<file path="config.mk">
export PLATFORM = sky130hd
export DESIGN_NAME = plot_sequencer_flat
export DESIGN_NICKNAME = d
export VERILOG_FILES = /design/src/rtl/plot_pkg.sv /design/src/rtl/plot_sequencer_if.sv /design/src/rtl/fb_clearer.sv /design/src/rtl/plot_sequencer.sv /design/src/flat_wrapper.sv
export SDC_FILE = /design/constraint.sdc
export NUM_CORES = 1
export LEC_CHECK = 0
export BUFFER_PORTS_ARGS = -buffer_cell sky130_fd_sc_hd__buf_2
export CAP_MARGIN = 5
export CORE_ASPECT_RATIO = 0.5
export CORE_MARGIN = 2
export CORE_UTILIZATION = 55
export DETAILED_ROUTE_END_ITERATION = 8
export MAX_ROUTING_LAYER = met4
export PLACE_DENSITY = 0.92
export SYNTH_ARGS = -nofsm -noshare
export SYNTH_HDL_FRONTEND = slang
export SYNTH_HIERARCHICAL = 1
export SYNTH_SLANG_ARGS = --single-unit
</file>
<file path="constraint.sdc">
create_clock -name clk -period 5.2 [get_ports clk]
set_input_delay 1.3 -clock clk [delete_from_list [all_inputs] [get_ports clk]]
set_output_delay 1.3 -clock clk [all_outputs]
set_load 0.02 [all_outputs]
</file>
<file path="src/rtl/plot_pkg.sv">
`default_nettype none
// +----------------------------------------------------------------------------+
// | plot_pkg                                                                   |
// | Shared FSM state type, width helper and sample clamp for the plotter.      |
// | Revision: 1.0                                                              |
// +----------------------------------------------------------------------------+
package plot_pkg;

  typedef enum logic [3:0] {
    IDLE    = 4'd0,
    CLEAR   = 4'd1,
    READ0   = 4'd2,
    LATCH0  = 4'd3,
    READ    = 4'd4,
    LATCH   = 4'd5,
    ISSUE   = 4'd6,
    WAIT_LD = 4'd7,
    DONE    = 4'd8
  } state_t;

  // Never returns zero so that degenerate 1-pixel dimensions still give legal vectors.
  function automatic int unsigned bits_for(input int unsigned count);
    return (count > 1) ? $clog2(count) : 1;
  endfunction

  function automatic int unsigned clamp_y(input int unsigned sample, input int unsigned ver_pixels);
    return (sample >= ver_pixels) ? ver_pixels - 1 : sample;
  endfunction

endpackage
`default_nettype wire

</file>
<file path="src/rtl/plot_sequencer_if.sv">
`default_nettype none
// +----------------------------------------------------------------------------+
// | plot_sequencer_if                                                          |
// | Control, sample RAM, line drawer and framebuffer signals of the sequencer. |
// | Revision: 1.0                                                              |
// +----------------------------------------------------------------------------+
interface plot_sequencer_if #(
  parameter int HOR_ACTIVE_PIXELS = 640,
  parameter int VER_ACTIVE_PIXELS = 480,
  parameter int WRITE_DATA_WIDTH  = 1
);
  import plot_pkg::*;

  localparam int X_WIDTH          = int'(bits_for(HOR_ACTIVE_PIXELS));
  localparam int Y_WIDTH          = int'(bits_for(VER_ACTIVE_PIXELS));
  localparam int PIXELS_COUNT     = HOR_ACTIVE_PIXELS * VER_ACTIVE_PIXELS;
  localparam int WRITE_ADDR_WIDTH = int'(bits_for(PIXELS_COUNT));

  logic                        start;
  logic                        busy;
  logic                        done;
  logic [X_WIDTH-1:0]          sample_addr;
  logic [Y_WIDTH-1:0]          sample_data;
  logic [X_WIDTH-1:0]          ld_x1;
  logic [X_WIDTH-1:0]          ld_x2;
  logic [Y_WIDTH-1:0]          ld_y1;
  logic [Y_WIDTH-1:0]          ld_y2;
  logic                        ld_start;
  logic                        ld_ready;
  logic                        ld_write_enable;
  logic [WRITE_ADDR_WIDTH-1:0] ld_write_addr;
  logic [WRITE_DATA_WIDTH-1:0] ld_write_data;
  logic                        fb_write_enable;
  logic [WRITE_ADDR_WIDTH-1:0] fb_write_addr;
  logic [WRITE_DATA_WIDTH-1:0] fb_write_data;

  modport master (
    input  start, sample_data, ld_ready, ld_write_enable, ld_write_addr, ld_write_data,
    output busy, done, sample_addr, ld_x1, ld_x2, ld_y1, ld_y2, ld_start,
           fb_write_enable, fb_write_addr, fb_write_data
  );

  modport slave (
    output start, sample_data, ld_ready, ld_write_enable, ld_write_addr, ld_write_data,
    input  busy, done, sample_addr, ld_x1, ld_x2, ld_y1, ld_y2, ld_start,
           fb_write_enable, fb_write_addr, fb_write_data
  );

endinterface
`default_nettype wire

</file>
<file path="src/rtl/fb_clearer.sv">
`default_nettype none
// +----------------------------------------------------------------------------+
// | fb_clearer                                                                 |
// | Walks every framebuffer address once, one per cycle, after a go pulse.     |
// | Revision: 1.0                                                              |
// +----------------------------------------------------------------------------+
module fb_clearer #(
  parameter int PIXELS_COUNT = 307200,
  parameter int ADDR_WIDTH   = 19
) (
  input  logic                  clk,
  input  logic                  rst_n,
  input  logic                  go,
  output logic                  active,
  output logic                  last,
  output logic [ADDR_WIDTH-1:0] addr
);

  localparam logic [ADDR_WIDTH-1:0] c_addr_last = ADDR_WIDTH'(PIXELS_COUNT - 1);

  logic                  r_active;
  logic [ADDR_WIDTH-1:0] r_addr;

  always_ff @(posedge clk or negedge rst_n) begin
    if (!rst_n) begin
      r_active <= 1'b0;
      r_addr   <= '0;
    end else if (go) begin
      r_active <= 1'b1;
      r_addr   <= '0;
    end else if (r_active) begin
      if (r_addr == c_addr_last) begin
        r_active <= 1'b0;
      end else begin
        r_addr <= r_addr + ADDR_WIDTH'(1);
      end
    end
  end

  assign active = r_active;
  assign addr   = r_addr;
  assign last   = r_active && (r_addr == c_addr_last);

endmodule
`default_nettype wire

</file>
<file path="src/rtl/plot_sequencer.sv">
`default_nettype none
// +----------------------------------------------------------------------------+
// | plot_sequencer                                                             |
// | Clears the framebuffer, then draws the sample polyline via the line drawer.|
// | Revision: 1.0                                                              |
// +----------------------------------------------------------------------------+
module plot_sequencer
  import plot_pkg::*;
#(
  parameter int HOR_ACTIVE_PIXELS = 640,
  parameter int VER_ACTIVE_PIXELS = 480,
  parameter int BG_COLOR          = 1,
  parameter int WRITE_DATA_WIDTH  = 1
) (
  input  logic             clk,
  input  logic             rst_n,
  plot_sequencer_if.master bus
);

  localparam int X_WIDTH          = int'(bits_for(HOR_ACTIVE_PIXELS));
  localparam int Y_WIDTH          = int'(bits_for(VER_ACTIVE_PIXELS));
  localparam int PIXELS_COUNT     = HOR_ACTIVE_PIXELS * VER_ACTIVE_PIXELS;
  localparam int WRITE_ADDR_WIDTH = int'(bits_for(PIXELS_COUNT));

  localparam logic [X_WIDTH-1:0]          c_x_last = X_WIDTH'(HOR_ACTIVE_PIXELS - 1);
  localparam logic [WRITE_DATA_WIDTH-1:0] c_bg     = WRITE_DATA_WIDTH'(BG_COLOR);

  state_t                      r_state;
  logic                        r_busy;
  logic                        r_done;
  logic                        r_ld_start;
  logic [X_WIDTH-1:0]          r_sample_addr;
  logic [X_WIDTH-1:0]          r_x;
  logic [Y_WIDTH-1:0]          r_prev_y;
  logic [Y_WIDTH-1:0]          r_cur_y;
  logic [X_WIDTH-1:0]          r_x1;
  logic [X_WIDTH-1:0]          r_x2;
  logic [Y_WIDTH-1:0]          r_y1;
  logic [Y_WIDTH-1:0]          r_y2;

  logic                        w_clr_go;
  logic                        w_clr_active;
  logic                        w_clr_last;
  logic [WRITE_ADDR_WIDTH-1:0] w_clr_addr;
  logic [Y_WIDTH-1:0]          w_sample_y;
  logic                        w_in_clear;

  assign w_clr_go   = (r_state == IDLE) && bus.start;
  assign w_sample_y = Y_WIDTH'(clamp_y(32'(bus.sample_data), VER_ACTIVE_PIXELS));

  fb_clearer #(
    .PIXELS_COUNT (PIXELS_COUNT),
    .ADDR_WIDTH   (WRITE_ADDR_WIDTH)
  ) u_clearer (
    .clk    (clk),
    .rst_n  (rst_n),
    .go     (w_clr_go),
    .active (w_clr_active),
    .last   (w_clr_last),
    .addr   (w_clr_addr)
  );

  always_ff @(posedge clk or negedge rst_n) begin
    if (!rst_n) begin
      r_state       <= IDLE;
      r_busy        <= 1'b0;
      r_done        <= 1'b0;
      r_ld_start    <= 1'b0;
      r_sample_addr <= '0;
      r_x           <= '0;
      r_prev_y      <= '0;
      r_cur_y       <= '0;
      r_x1          <= '0;
      r_x2          <= '0;
      r_y1          <= '0;
      r_y2          <= '0;
    end else begin
      r_done     <= 1'b0;
      r_ld_start <= 1'b0;
      unique case (r_state)
        IDLE: begin
          if (bus.start) begin
            r_state <= CLEAR;
            r_busy  <= 1'b1;
          end
        end
        CLEAR: begin
          if (w_clr_last) begin
            r_state       <= READ0;
            r_sample_addr <= '0;
          end
        end
        READ0: r_state <= LATCH0;
        LATCH0: begin
          r_prev_y <= w_sample_y;
          if (HOR_ACTIVE_PIXELS == 1) begin
            r_state <= DONE;
            r_done  <= 1'b1;
            r_busy  <= 1'b0;
          end else begin
            r_x           <= X_WIDTH'(1);
            r_sample_addr <= X_WIDTH'(1);
            r_state       <= READ;
          end
        end
        READ: r_state <= LATCH;
        LATCH: begin
          r_cur_y <= w_sample_y;
          r_state <= ISSUE;
        end
        ISSUE: begin
          if (bus.ld_ready) begin
            r_ld_start <= 1'b1;
            r_x1       <= r_x - X_WIDTH'(1);
            r_y1       <= r_prev_y;
            r_x2       <= r_x;
            r_y2       <= r_cur_y;
            r_state    <= WAIT_LD;
          end
        end
        WAIT_LD: begin
          // r_ld_start marks the launch cycle, when the drawer's ready is still stale.
          if (!r_ld_start && bus.ld_ready) begin
            r_prev_y <= r_cur_y;
            if (r_x == c_x_last) begin
              r_state <= DONE;
              r_done  <= 1'b1;
              r_busy  <= 1'b0;
            end else begin
              r_x           <= r_x + X_WIDTH'(1);
              r_sample_addr <= r_x + X_WIDTH'(1);
              r_state       <= READ;
            end
          end
        end
        DONE: r_state <= IDLE;
        default: r_state <= IDLE;
      endcase
    end
  end

  assign bus.busy        = r_busy;
  assign bus.done        = r_done;
  assign bus.ld_start    = r_ld_start;
  assign bus.sample_addr = r_sample_addr;
  assign bus.ld_x1       = r_x1;
  assign bus.ld_x2       = r_x2;
  assign bus.ld_y1       = r_y1;
  assign bus.ld_y2       = r_y2;

  assign w_in_clear          = (r_state == CLEAR);
  assign bus.fb_write_enable = w_in_clear ? w_clr_active : ((r_state != IDLE) && bus.ld_write_enable);
  assign bus.fb_write_addr   = w_in_clear ? w_clr_addr : bus.ld_write_addr;
  assign bus.fb_write_data   = w_in_clear ? c_bg : bus.ld_write_data;

endmodule
`default_nettype wire
</file>
<file path="src/flat_wrapper.sv">
// flat-port wrapper written by rule: the top's interface ports become plain ports
module plot_sequencer_flat import plot_pkg::*;
#(
  parameter int HOR_ACTIVE_PIXELS = 640,
  parameter int VER_ACTIVE_PIXELS = 480,
  parameter int BG_COLOR          = 1,
  parameter int WRITE_DATA_WIDTH  = 1
)
  (clk, rst_n, bus_start, bus_sample_data, bus_ld_ready, bus_ld_write_enable, bus_ld_write_addr, bus_ld_write_data, bus_busy, bus_done, bus_sample_addr, bus_ld_x1, bus_ld_x2, bus_ld_y1, bus_ld_y2, bus_ld_start, bus_fb_write_enable, bus_fb_write_addr, bus_fb_write_data);
  plot_sequencer_if #(.HOR_ACTIVE_PIXELS(HOR_ACTIVE_PIXELS), .VER_ACTIVE_PIXELS(VER_ACTIVE_PIXELS), .WRITE_DATA_WIDTH(WRITE_DATA_WIDTH)) bus_i ();
  input  logic clk;
  input  logic rst_n;
  input wire logic [$bits(bus_i.start)-1:0] bus_start;
  input wire logic [$bits(bus_i.sample_data)-1:0] bus_sample_data;
  input wire logic [$bits(bus_i.ld_ready)-1:0] bus_ld_ready;
  input wire logic [$bits(bus_i.ld_write_enable)-1:0] bus_ld_write_enable;
  input wire logic [$bits(bus_i.ld_write_addr)-1:0] bus_ld_write_addr;
  input wire logic [$bits(bus_i.ld_write_data)-1:0] bus_ld_write_data;
  output wire logic [$bits(bus_i.busy)-1:0] bus_busy;
  output wire logic [$bits(bus_i.done)-1:0] bus_done;
  output wire logic [$bits(bus_i.sample_addr)-1:0] bus_sample_addr;
  output wire logic [$bits(bus_i.ld_x1)-1:0] bus_ld_x1;
  output wire logic [$bits(bus_i.ld_x2)-1:0] bus_ld_x2;
  output wire logic [$bits(bus_i.ld_y1)-1:0] bus_ld_y1;
  output wire logic [$bits(bus_i.ld_y2)-1:0] bus_ld_y2;
  output wire logic [$bits(bus_i.ld_start)-1:0] bus_ld_start;
  output wire logic [$bits(bus_i.fb_write_enable)-1:0] bus_fb_write_enable;
  output wire logic [$bits(bus_i.fb_write_addr)-1:0] bus_fb_write_addr;
  output wire logic [$bits(bus_i.fb_write_data)-1:0] bus_fb_write_data;
  assign bus_i.start = bus_start;
  assign bus_i.sample_data = bus_sample_data;
  assign bus_i.ld_ready = bus_ld_ready;
  assign bus_i.ld_write_enable = bus_ld_write_enable;
  assign bus_i.ld_write_addr = bus_ld_write_addr;
  assign bus_i.ld_write_data = bus_ld_write_data;
  assign bus_busy = bus_i.busy;
  assign bus_done = bus_i.done;
  assign bus_sample_addr = bus_i.sample_addr;
  assign bus_ld_x1 = bus_i.ld_x1;
  assign bus_ld_x2 = bus_i.ld_x2;
  assign bus_ld_y1 = bus_i.ld_y1;
  assign bus_ld_y2 = bus_i.ld_y2;
  assign bus_ld_start = bus_i.ld_start;
  assign bus_fb_write_enable = bus_i.fb_write_enable;
  assign bus_fb_write_addr = bus_i.fb_write_addr;
  assign bus_fb_write_data = bus_i.fb_write_data;
  plot_sequencer #(.HOR_ACTIVE_PIXELS(HOR_ACTIVE_PIXELS), .VER_ACTIVE_PIXELS(VER_ACTIVE_PIXELS), .BG_COLOR(BG_COLOR), .WRITE_DATA_WIDTH(WRITE_DATA_WIDTH)) u_core (.clk(clk), .rst_n(rst_n), .bus(bus_i));
endmodule
</file>
# --- Word level (Yosys, flattened, before mapping) ---
# Index checks and enable logic that the tools add are counted.
classes:
  n_addsub: 3
  multipliers: 0
  div_mod_pow: 0
  magnitude_cmp: 1
  eq_ne: 16
  n_shift: 0
  n_mux: 32
  bitwise_logic: 0
  reduce_logical: 18
op_table:
  columns: ["cell", "n"]
  rows:
  - ["19-bit 2-to-1 mux", 4]
  - ["4-bit case mux with 8 select lines", 1]
  - ["10-bit 2-to-1 mux", 3]
  - ["10-bit case mux with 3 select lines", 1]
  - ["4-bit 2-to-1 mux", 5]
  - ["10-bit case mux with 2 select lines", 1]
  - ["19-bit by 1-bit adder with 19-bit output (second input constant)", 1]
  - ["19-bit == test (second input constant)", 1]
  - ["9-bit 2-to-1 mux", 2]
  - ["9-bit case mux with 2 select lines", 1]
  - ["4-bit by 3-bit == test with 1-bit output (second input constant)", 4]
  - ["1-bit 2-to-1 mux", 13]
  - ["4-bit AND reduction", 3]
  - ["10-bit by 1-bit adder with 10-bit output (second input constant)", 1]
  - ["10-bit == test (second input constant)", 1]
  - ["2-bit != test (second input constant)", 5]
  - ["10-bit by 1-bit subtractor with 10-bit output (second input constant)", 1]
  - ["9-bit >= comparator (second input constant)", 1]
  - ["4-bit by 2-bit == test with 1-bit output (second input constant)", 2]
  - ["2-bit AND reduction", 3]
  - ["2-bit nonzero test", 3]
  - ["4-bit by 1-bit == test with 1-bit output (second input constant)", 1]
  - ["1-bit logical AND", 4]
  - ["4-bit logical NOT", 1]
  - ["other kinds (6)", 7]
totals:
  ff_bits: 103
  latchBits: 0
  ram_bits: 0
  mem_bits_ro: 0
  input_bits: 34
  output_inout_bits: 72
  word_cells: 84
  memories: 0

# --- Depth between registers and ports, before layout ---
# Gate-level depths: netlist (run 1).
depth:
  word_depth: 4
  depth_mapped: 11
  mapped_depth_nobuf: 8

# --- Cells and area by module ---
# The synthesis (run 1) kept the hierarchy.
by_module_without_submodules:
  columns: ["mod", "instances", "cells_each", "area_each_um2"]
  rows:
  - ["plot_sequencer", 1, 357, 4030.1]
  - ["fb_clearer", 1, 109, 1054.8]

# --- Worst setup path before layout (run 1) ---
# Ideal clock, no wire load.
synth_path:
  kind: "in2out"
  from: "input port bus_ld_write_enable"
  to: "output port bus_fb_write_enable"
  t_arrival_ns: 1.807
  slack_ns: 2.093
  path_stages: 2
  path_cell_list: "inv_1 -> o21ai_0"
synth_via:
  elab_chain_len: 2
synth_rtl:
  columns: ["element", "line_no", "source"]
  rows:
  - ["start: declaration", "flat_wrapper.sv:16", "input wire logic [$bits(bus_i.ld_write_enable)-1:0] bus_ld_write_enable;"]
  - ["1-bit logical AND", "plot_sequencer.sv:152", "assign bus.fb_write_enable = w_in_clear ? w_clr_active : ((r_state != IDLE) && bus.ld_write_enable);"]
  - ["1-bit 2-to-1 mux", "plot_sequencer.sv:152", null]
  - ["end: declaration", "flat_wrapper.sv:27", "output wire logic [$bits(bus_i.fb_write_enable)-1:0] bus_fb_write_enable;"]
# No other way between the ends.

# --- Worst setup path after layout (run 1) ---
layout_path:
  from: "register u_core.r_state[1]"
  to: "output port bus_fb_write_addr[6]"
layout_via:
  elab_chain_len: 2
layout_rtl:
  columns: ["element", "line_no", "source"]
  rows:
  - ["start: declaration", "plot_sequencer.sv:28", "state_t r_state;"]
  - ["start signal: assignment", "plot_sequencer.sv:65", "r_state <= IDLE;"]
  - ["start signal: assignment", "plot_sequencer.sv:83", "r_state <= CLEAR;"]
  - ["start signal: assignment", "plot_sequencer.sv:89", "r_state <= READ0;"]
  - ["4-bit by 1-bit == test with 1-bit output", "plot_sequencer.sv:151", "assign w_in_clear = (r_state == CLEAR);"]
  - ["19-bit 2-to-1 mux", "plot_sequencer.sv:153", "assign bus.fb_write_addr = w_in_clear ? w_clr_addr : bus.ld_write_addr;"]
  - ["end: declaration", "flat_wrapper.sv:28", "output wire logic [$bits(bus_i.fb_write_addr)-1:0] bus_fb_write_addr;"]
# No other way between the ends.

==> flow_summary.ini, run 1 <==
[cts]
clock_latency_on_the_worst_skew_pair_ns = 0.34
ctsHtreeMaxLevel = 3
cts_sinks = 103
cts.path.max_buffers = 2
clk_pin_slew_ns = 0.07
numCtsBuffers = 9
cts_tree = done
cts.repair_timing.setup_buffer_count = 0
clock_root_buffer_master = clkbuf_16
gates_resized_cts_repair = 0
cts_hold_buffers = 0

[yosys]
main_synth_ff_type = dfrtp_1
post_synth_edffs = 0
synth.net_count = 504
postSynthCellCount = 466
postSynth.asyncResetShare = 1.00
avgSynthCellArea_sq_um = 10.9
mappedNetlistArea_sq_um = 5080
synth.yosys.seq_area_share = 0.507
number_of_storage_elements_in_the_synthesis_netlist = 103
synth_cell_type_count = 59
synthesis.yosys.warnings = 6

[grt]
number_of_antenna_violations_at_the_first_check_in_global_routing = 0
first_global_vias = 3695
global_route_wire_length_before_repair_um = 18200
grt_total_ovfl = 0
grt_start_max_net_pins = 84
grt_util_all_layers = 0.233

[setup_path]
worst_path_maximum_fanout = 21
worstSetupEndpoint = bus_fb_write_addr[6]
regToRegEndpoint = u_core/bus.sample_addr[6]$_DFFE_PN0P_
critical_path_required_ns = 3.90
worst-r2r-cell-count = 7
crit_arrival_ns = 2.57
timing.critical_path.from = u_core/r_state[1]$_DFFE_PN0P_
timing.rr.start = u_core/u_clearer/addr[12]$_DFFE_PN0P_
ff_to_ff_setup_slack_ns = 2.01
worstSetupEndpointType = output port
startpoint_type = flop
path_class = flop to output port

[drt]
drc = 0
drt_wl_total_um = 10900
route.vias.total = 3805
vias_per_cell = 5.65
drt-pass1-iter-count = 4
detail_route.iter0.violations = 218
routed_wl_per_cell_um = 16.3
antenna_left = 0

[finish]
antenna-diode-count = 0
most-common-layout-cells = buf_2, dfrtp_1, mux2_2, nor2_1, a21oi_1
layout.cells.most_common = buf_2
design.final.nets = 589
instances_no_fill = 673
areaGrowthSynthToFinish_pct = 16.0
drive_above_1_share = 0.340

[sta]
layout_worst_path_cycle_share = 0.745
setup_repair_after_global_routing_missed_its_margin = no
slew_viol_final = 0
hold_viol = 0
worst_slew_pin_slew_ns = 1.20
tns_setup_ns = 0
slew-limit-headroom = 0.194
fin_skew_ns = 0.00867
final_period_minus_worst_setup_slack_ns = 3.87
fmaxAchievable_mhz = 258
setup_viol = 0

[floorplanning]
floorplan.die_area_sq_um = 10100
core_area_sq_um = 8830
dieHeight_um = 72.0
floorplan.initialDensity = 0.576
num_io_pins = 106
rows = 24
fp.dieW_um = 140

[hold_path]
timing.hold.worst.class = flop to flop
hold_path.startpoint = u_core/bus.sample_addr[8]$_DFFE_PN0P_
hold_path_depth = 1

[placement]
dpl.cell_count = 657
hpwl_um = 7520
placement.io_buffers = 105
gpl.final_weighted_congestion = 0.861

[pwr]
power.density_cell_area_nw_per_um2 = 487
total_switching_power_mw = 1.07
power.share.clock = 0.232
part_of_the_power_in_registers = 0.426
comb_power_share = 0.343
cellLeakagePower_nw = 2.78
worst_ir_drop_vdd_mv = 0.301
int_pwr_mw = 1.80
netSwitchingFraction = 0.372

[run_status]
run_status = finished, final reports clean

[job]
max_cap_violations = 0
[worst min-delay path by stage]
| stage | to | slack (ns) |
|---|---|---|
| floorplan | u_core/r_prev_y[0]$_DFFE_PN0P_ | 0.44 |
| global placement | u_core/r_prev_y[4]$_DFFE_PN0P_ | 0.46 |
| detailed placement | u_core/bus.sample_addr[8]$_DFFE_PN0P_ | 0.46 |
| CTS | u_core/bus.sample_addr[8]$_DFFE_PN0P_ | 0.48 |
| global route | u_core/bus.sample_addr[8]$_DFFE_PN0P_ | 0.51 |
| finish | u_core/bus.sample_addr[8]$_DFFE_PN0P_ | 0.47 |
[critical path, stage by stage, from the launching register on]
cell and delay [ns]:
dfrtp_1 0.55, nor4b_4 1.11, mux2_2 0.42, buf_2 0.16
[kinds of logic after synthesis]
kind of cell    share of synthesized area
mux                                 0.125
flops                               0.507
compound gates                      0.114
buf+inv                            0.0443
fa+ha+maj                         0.00984
simple gates                        0.155
xor+xnor                           0.0448
[registers in the layout (all words and copies together), names as in the netlist, 4 cells and up]
| register | flops |
|---|---|
| u_core/bus.ld_x1 | 10 |
| u_core/bus.ld_y2 | 9 |
| u_core/bus.ld_x2 | 10 |
| u_core/r_x | 10 |
| u_core/bus.sample_addr | 10 |
| u_core/r_prev_y | 9 |
| u_core/r_cur_y | 9 |
| u_core/r_state | 4 |
| u_core/bus.ld_y1 | 9 |
| u_core/u_clearer/addr | 19 |
[power by group through the flow]
stage,clock network [mW],registers (mW),logic (mW)
finish,0.665,1.22,0.984
global route,0.717,1.25,1.08
CTS,0.679,1.22,0.991
detailed placement,0,1.23,0.977
global placement,0,1.21,0.944
floorplan,0,1.33,0.581
[per-stage QoR]
stage	utilization	cell area, sq um	power [mW]	hold slack (ns)	setup WS, ns
floorplan	-	5080	1.91	0.444	2.09
global placement	0.634	5600	2.16	0.458	1.76
detailed placement	0.634	5600	2.21	0.460	1.68
CTS	0.668	5900	2.89	0.476	1.32
global route	0.668	5900	3.05	0.507	1.16
finish	0.668	5900	2.87	0.475	1.33
[layout make-up]
| type | instances | area [sq um] |
|---|---|---|
| clock buffers | 9 | 225 |
| clock inverters | 7 | 70.1 |
| fillers | 675 | 2930 |
| inverters | 10 | 37.5 |
| multi-input cells | 320 | 2300 |
| flip-flops and latches | 103 | 2580 |
| well taps | 117 | 146 |
| repair buffers | 107 | 543 |
[synth_stat cells (all sizes together), types with 3 or more instances]
cell type,number,share of area
nor3,15,0.019
ha,4,0.0098
or4,3,0.0052
a211oi,4,0.0069
dfrtp,103,0.51
nor4,3,0.0037
xor2,19,0.033
a21oi,25,0.025
nor2,49,0.036
a41oi,6,0.010
o21ai,19,0.021
inv,10,0.0074
mux2,52,0.12
a31oi,3,0.0037
nor2b,3,0.0037
nand3,15,0.017
nand2b,5,0.0062
or3,5,0.0062
mux2i,5,0.0098
buf,25,0.031
a21o,14,0.021
nand4,9,0.011
xnor2,7,0.012
a22o,5,0.0089
clkbuf,8,0.0059
nand2,24,0.018
[metal layers]
| metal | vias up | share of wire | GRT usage |
|---|---|---|---|
| li1 | 1827 | - | - |
| met1 | 1864 | 0.45 | 0.303 |
| met2 | 110 | 0.50 | 0.383 |
| met3 | 4 | 0.043 | 0.0429 |
| met4 | 0 | 0.0044 | 0.0700 |
| met5 | - | 0 | - |
No activity file was read; power rests on OpenSTA's default activity.
==> run 2: changes to the inputs <==
==> constraint.sdc (replaced) <==
create_clock -name clk -period 3.6 [get_ports clk]
set_input_delay 0.9 -clock clk [delete_from_list [all_inputs] [get_ports clk]]
set_output_delay 0.9 -clock clk [all_outputs]
set_load 0.02 [all_outputs]
==> flow_summary.ini, run 2 (same netlist as run 1, synthesis figures left out) <==
[run_status]
run_status = finished, final reports clean

[drt]
drc = 0
drt_wl_total_um = 11100
highest_layer = met4
routed_wl_per_cell_um = 16.4
vias_per_cell = 5.67
route.vias.total = 3838
routed_length_on_met3_um = 552
drt-pass1-iter-count = 4
wl_met1_um = 4980
route.met2.wl_um = 5450
antenna_left = 0
detail_route.iter0.violations = 332

[pwr]
cellLeakagePower_nw = 2.80
part_of_the_power_in_registers = 0.425
total_switching_power_mw = 1.59
worst_ir_drop_vdd_mv = 0.403
int_pwr_mw = 2.56
total_power_mw = 4.15
comb_power_share = 0.343
power.density_cell_area_nw_per_um2 = 699
power.share.clock = 0.232
netSwitchingFraction = 0.383

[floorplanning]
rows = 24
fp.dieW_um = 140
floorplan.initialDensity = 0.576
core_area_sq_um = 8830
dieHeight_um = 72.0
num_io_pins = 106
floorplan.die_area_sq_um = 10100

[cts]
clock_root_buffer_master = clkbuf_16
cts_sinks = 103
cts.repair_timing.setup_buffer_count = 0
cts_tree = done
clock_latency_on_the_worst_skew_pair_ns = 0.35
cts.path.max_buffers = 2
cts_hold_buffers = 0
clk_pin_slew_ns = 0.08
ctsHtreeMaxLevel = 3
gates_resized_cts_repair = 0
numCtsBuffers = 9

[grt]
number_of_antenna_violations_at_the_first_check_in_global_routing = 0
grt_total_ovfl = 0
global_route_wire_length_before_repair_um = 18500
first_global_vias = 3770
grt_util_all_layers = 0.237
grt_start_max_net_pins = 55

[setup_path]
critical_path_required_ns = 2.70
worstPathCellList = nor4b_4 > buf_4 > mux2_2 > buf_2
cp_num_buf_inv = 2
crit_arrival_ns = 2.08
startpoint_type = flop
worst_path_max_delay_cell = dfrtp_1
worstSetupEndpointType = output port
timing.critical_path.max_delay_family = flip-flops
max_stage_delay_ns = 0.56
path_class = flop to output port
worst_path_maximum_fanout = 21

[placement]
hpwl_um = 7830
placement.io_buffers = 105
placed_area_sq_um = 5640
gpl.final_weighted_congestion = 0.879
detailedPlace.worstSlack_ns = 0.801

[sta]
tns_setup_ns = 0
worst_slew_pin_slew_ns = 0.948
layout_worst_path_cycle_share = 0.827
fin_skew_ns = 0.00951
hold_viol = 0
setup_ws_ns = 0.624
setup_viol = 0
slew-limit-headroom = 0.365
final_period_minus_worst_setup_slack_ns = 2.98
slew_viol_final = 0
setup_repair_after_global_routing_missed_its_margin = no
fmaxAchievable_mhz = 336

[finish]
drive_above_1_share = 0.345
antenna-diode-count = 0
layout.cells.most_common = buf_2
fillers = 673
multiInputGateArea_sq_um = 2300
seqCellArea_sq_um = 2580
areaGrowthSynthToFinish_pct = 16.9
design_area_sq_um = 5940
design.final.nets = 593
most-common-layout-cells = buf_2, dfrtp_1, mux2_2, nor2_1, a21oi_1
largest_register_ff_count = 19
post-route-util = 0.673

[job]
max_cap_violations = 0

[hold_path]
timing.hold.worst.class = flop to flop
==> run 2: changes by cell type in the layout (fill, tap and decap cells not counted) <==
| cell | delta |
|---|---|
| clkinv_2 | -3 |
| clkinv_8 | +1 |
| inv_6 | +1 |
| inv_8 | +2 |
| bufinv_16 | -1 |
| buf_12 | +1 |
| buf_4 | +3 |
==> run 2: worst paths after layout <==
kind | slack [ns] | end | cells past startpoint | start
max in group asynchronous | 2.34 | u_core/r_prev_y[0]$_DFFE_PN0P_ | 2 | rst_n
setup / recovery | 0.62 | bus_fb_write_addr[12] | 4 | u_core/r_state[1]$_DFFE_PN0P_
setup reg to reg | 0.78 | u_core/bus.sample_addr[7]$_DFFE_PN0P_ | 8 | u_core/u_clearer/addr[12]$_DFFE_PN0P_
min in group asynchronous | 0.59 | u_core/bus.sample_addr[3]$_DFFE_PN0P_ | 1 | rst_n
hold reg to reg | 0.48 | u_core/r_prev_y[4]$_DFFE_PN0P_ | 2 | u_core/r_prev_y[4]$_DFFE_PN0P_
hold / removal | 0.48 | u_core/r_prev_y[4]$_DFFE_PN0P_ | 2 | u_core/r_prev_y[4]$_DFFE_PN0P_
==> run 2: power by group through the flow <==
| stage | registers [mW] | logic [mW] | clock network [mW] |
|---|---|---|---|
| finish | 1.76 | 1.42 | 0.965 |
| global route | 1.81 | 1.56 | 1.03 |
| CTS | 1.76 | 1.43 | 0.984 |
| detailed placement | 1.78 | 1.41 | 0 |
| global placement | 1.76 | 1.36 | 0 |
| floorplan | 1.92 | 0.840 | 0 |
==> run 2: stage by stage <==
stage	hold slack [ns]	cells
2_1_floorplan	0.444	466
3_3_place_gp	0.460	661
3_5_place_dp	0.466	661
4_1_cts	0.485	677
5_1_grt	0.511	677
6_report	0.483	677
==> run 2: worst min-delay path: cells and delay by family (launching register included) <==
family | cells | cell delay (ns)
compound gates | 1 | 0.06
simple gates | 1 | 0.04
flops | 1 | 0.35
==> run 2: routing by layer <==
metal / global-route usage / vias up
li1: - / 1839
met1: 0.312 / 1875
met2: 0.378 / 113
met3: 0.0488 / 11
met4: 0.0711 / 0
met5: - / -
==> run 2: cell type report <==
type,instances,area share
timing repair buffer,111,0.0985
clock buffer,9,0.0379
tap,117,0.0246
clock inverter,7,0.0122
multi-input combinational,320,0.387
sequential,103,0.434
inverter,10,0.00632
==> run 3: changes to the inputs <==
==> constraint.sdc (replaced) <==
create_clock -name clk -period 3 [get_ports clk]
set_input_delay 0.75 -clock clk [delete_from_list [all_inputs] [get_ports clk]]
set_output_delay 0.75 -clock clk [all_outputs]
set_load 0.02 [all_outputs]
==> flow_summary.ini, run 3 (same netlist as run 1, synthesis figures left out) <==
[setup_path]
ff_to_ff_setup_slack_ns = 0.15
crit_arrival_ns = 3.08
regToRegEndpoint = u_core/bus.sample_addr[7]$_DFFE_PN0P_
startpoint_type = flop
timing.rr.start = u_core/u_clearer/addr[12]$_DFFE_PN0P_
max_stage_delay_ns = 0.50
worstSetupEndpointType = flop
cp_num_buf_inv = 0
timing.critical_path.max_delay_family = simple AND/OR/NAND/NOR gates
worst-r2r-cell-count = 7
cp.depth = 7
path_class = flop to flop
worst_path_maximum_fanout = 6
worst_path_max_delay_cell = or4b_1
critical_path_required_ns = 3.23
worstPathCellList = or4b_1 > or4_1 > nor3_1 > nor2b_1 > o221ai_1 > a21oi_1 > mux2_1
worstSetupEndpoint = u_core/bus.sample_addr[7]$_DFFE_PN0P_
timing.critical_path.from = u_core/u_clearer/addr[12]$_DFFE_PN0P_

[sta]
post_route_worst_hold_slack_ns = 0.367
layout_worst_path_cycle_share = 0.950
slew-limit-headroom = 0.516
setup_repair_after_global_routing_missed_its_margin = no
fin_skew_ns = 0.0117
tns_setup_ns = 0
final_period_minus_worst_setup_slack_ns = 2.85
setup_viol = 0
hold_viol = 0
slew_viol_final = 0
fmaxAchievable_mhz = 351
worst_slew_pin_slew_ns = 0.726

[pwr]
worst_ir_drop_vdd_mv = 0.550
part_of_the_power_in_registers = 0.407
total_switching_power_mw = 1.85
int_pwr_mw = 3.27
power.density_cell_area_nw_per_um2 = 853
cellLeakagePower_nw = 2.83
netSwitchingFraction = 0.361
comb_power_share = 0.345
power.share.clock = 0.247

[finish]
antenna-diode-count = 0
post-route-util = 0.679
instances_no_fill = 678
drive_above_1_share = 0.346
areaGrowthSynthToFinish_pct = 17.9
layout.cells.most_common = buf_2
largest_register_ff_count = 19
fillers = 676
design.final.nets = 595
most-common-layout-cells = buf_2, dfrtp_1, mux2_2, nor2_1, a21oi_1

[cts]
ctsHtreeMaxLevel = 3
gates_resized_cts_repair = 0
clock_latency_on_the_worst_skew_pair_ns = 0.36
cts.path.max_buffers = 2
cts_tree = done
clk_pin_slew_ns = 0.07
numCtsBuffers = 9
cts_hold_buffers = 0
clock_root_buffer_master = clkbuf_16
cts_sinks = 103
cts.repair_timing.setup_buffer_count = 0

[drt]
drt-pass1-iter-count = 5
detail_route.iter0.violations = 219
routed_wl_per_cell_um = 16.3
drc = 0
route.vias.total = 3854
vias_per_cell = 5.68
drt_wl_total_um = 11000
antenna_left = 0

[floorplanning]
num_io_pins = 106
core_area_sq_um = 8830
floorplan.initialDensity = 0.576
floorplan.die_area_sq_um = 10100
fp.dieW_um = 140
dieHeight_um = 72.0
rows = 24

[grt]
global_route_wire_length_before_repair_um = 18600
grt_total_ovfl = 0
number_of_antenna_violations_at_the_first_check_in_global_routing = 0
grt_start_max_net_pins = 66
first_global_vias = 3885
grt_util_all_layers = 0.239

[job]
max_cap_violations = 0

[placement]
dpl.cell_count = 663
gpl.final_weighted_congestion = 0.930
hpwl_um = 7750
placement.io_buffers = 105

[hold_path]
timing.hold.worst.class = input pin to async pin

[run_status]
run_status = finished, final reports clean
[run 3: changes by cell type in the layout (fill, tap and decap cells not counted)]
cell        delta
buf_12         +1
buf_4          +1
bufinv_16      +2
clkbuf_8       +1
clkinv_2       +1
clkinv_4       +2
clkinv_8       -1
clkinvlp_4     -1
inv_6          -3
inv_8          -2
[run 3: worst min-delay path by stage]
stage,start,end,slack (ns),cells after the start
finish,rst_n,u_core/u_clearer/active$_DFF_PN0_,0.37,1
global route,rst_n,u_core/u_clearer/addr[7]$_DFFE_PN0P_,0.41,1
CTS,rst_n,u_core/u_clearer/addr[0]$_DFFE_PN0P_,0.39,1
detailed placement,u_core/r_prev_y[8]$_DFFE_PN0P_,u_core/r_prev_y[8]$_DFFE_PN0P_,0.47,2
global placement,u_core/r_prev_y[8]$_DFFE_PN0P_,u_core/r_prev_y[8]$_DFFE_PN0P_,0.46,2
floorplan,u_core/r_prev_y[0]$_DFFE_PN0P_,u_core/r_prev_y[0]$_DFFE_PN0P_,0.44,2
[run 3: worst reg2reg max path, cell delays in order (launching register included)]
cell	delay, ns
dfrtp_1	0.44
or4b_1	0.50
or4_1	0.43
nor3_1	0.39
nor2b_1	0.23
o221ai_1	0.16
a21oi_1	0.23
mux2_1	0.35
[run 3: metal layers]
metal  part of all wire  up-vias  GRT usage
li1                   -     1832          -
met4             0.0072        0     0.0689
met3              0.058        7     0.0726
met1               0.45     1915      0.300
met5                  0        -          -
met2               0.48      100      0.383
[run 3: area by class of cell]
class	instances	area, sq um	area share
Timing Repair Buffer	113	613	0.102
Tap cell	117	146	0.0244
Multi-Input combinational cell	320	2300	0.383
Clock buffer	10	239	0.0399
Inverter	10	37.5	0.00626
Sequential cell	103	2580	0.430
Clock inverter	5	82.6	0.0138
[run 3: power groups by stage]
stage                     Clock, mW  Sequential, mW  Combinational, mW
after global routing           1.35            2.14               1.94
after global placement            0            2.09               1.70
after floorplan                   0            2.30               1.01
after detailed placement          0            2.11               1.77
final                          1.26            2.08               1.77
after CTS                      1.28            2.08               1.78
[run 3: metrics by stage]
step	cell area [sq um]	power, mW	setup slack (ns)
final	5990	5.11	0.150
after global routing	5990	5.42	0.0508
after CTS	5990	5.14	0.197
after detailed placement	5670	3.88	0.249
after global placement	5670	3.79	0.406
after floorplan	5080	3.31	0.354
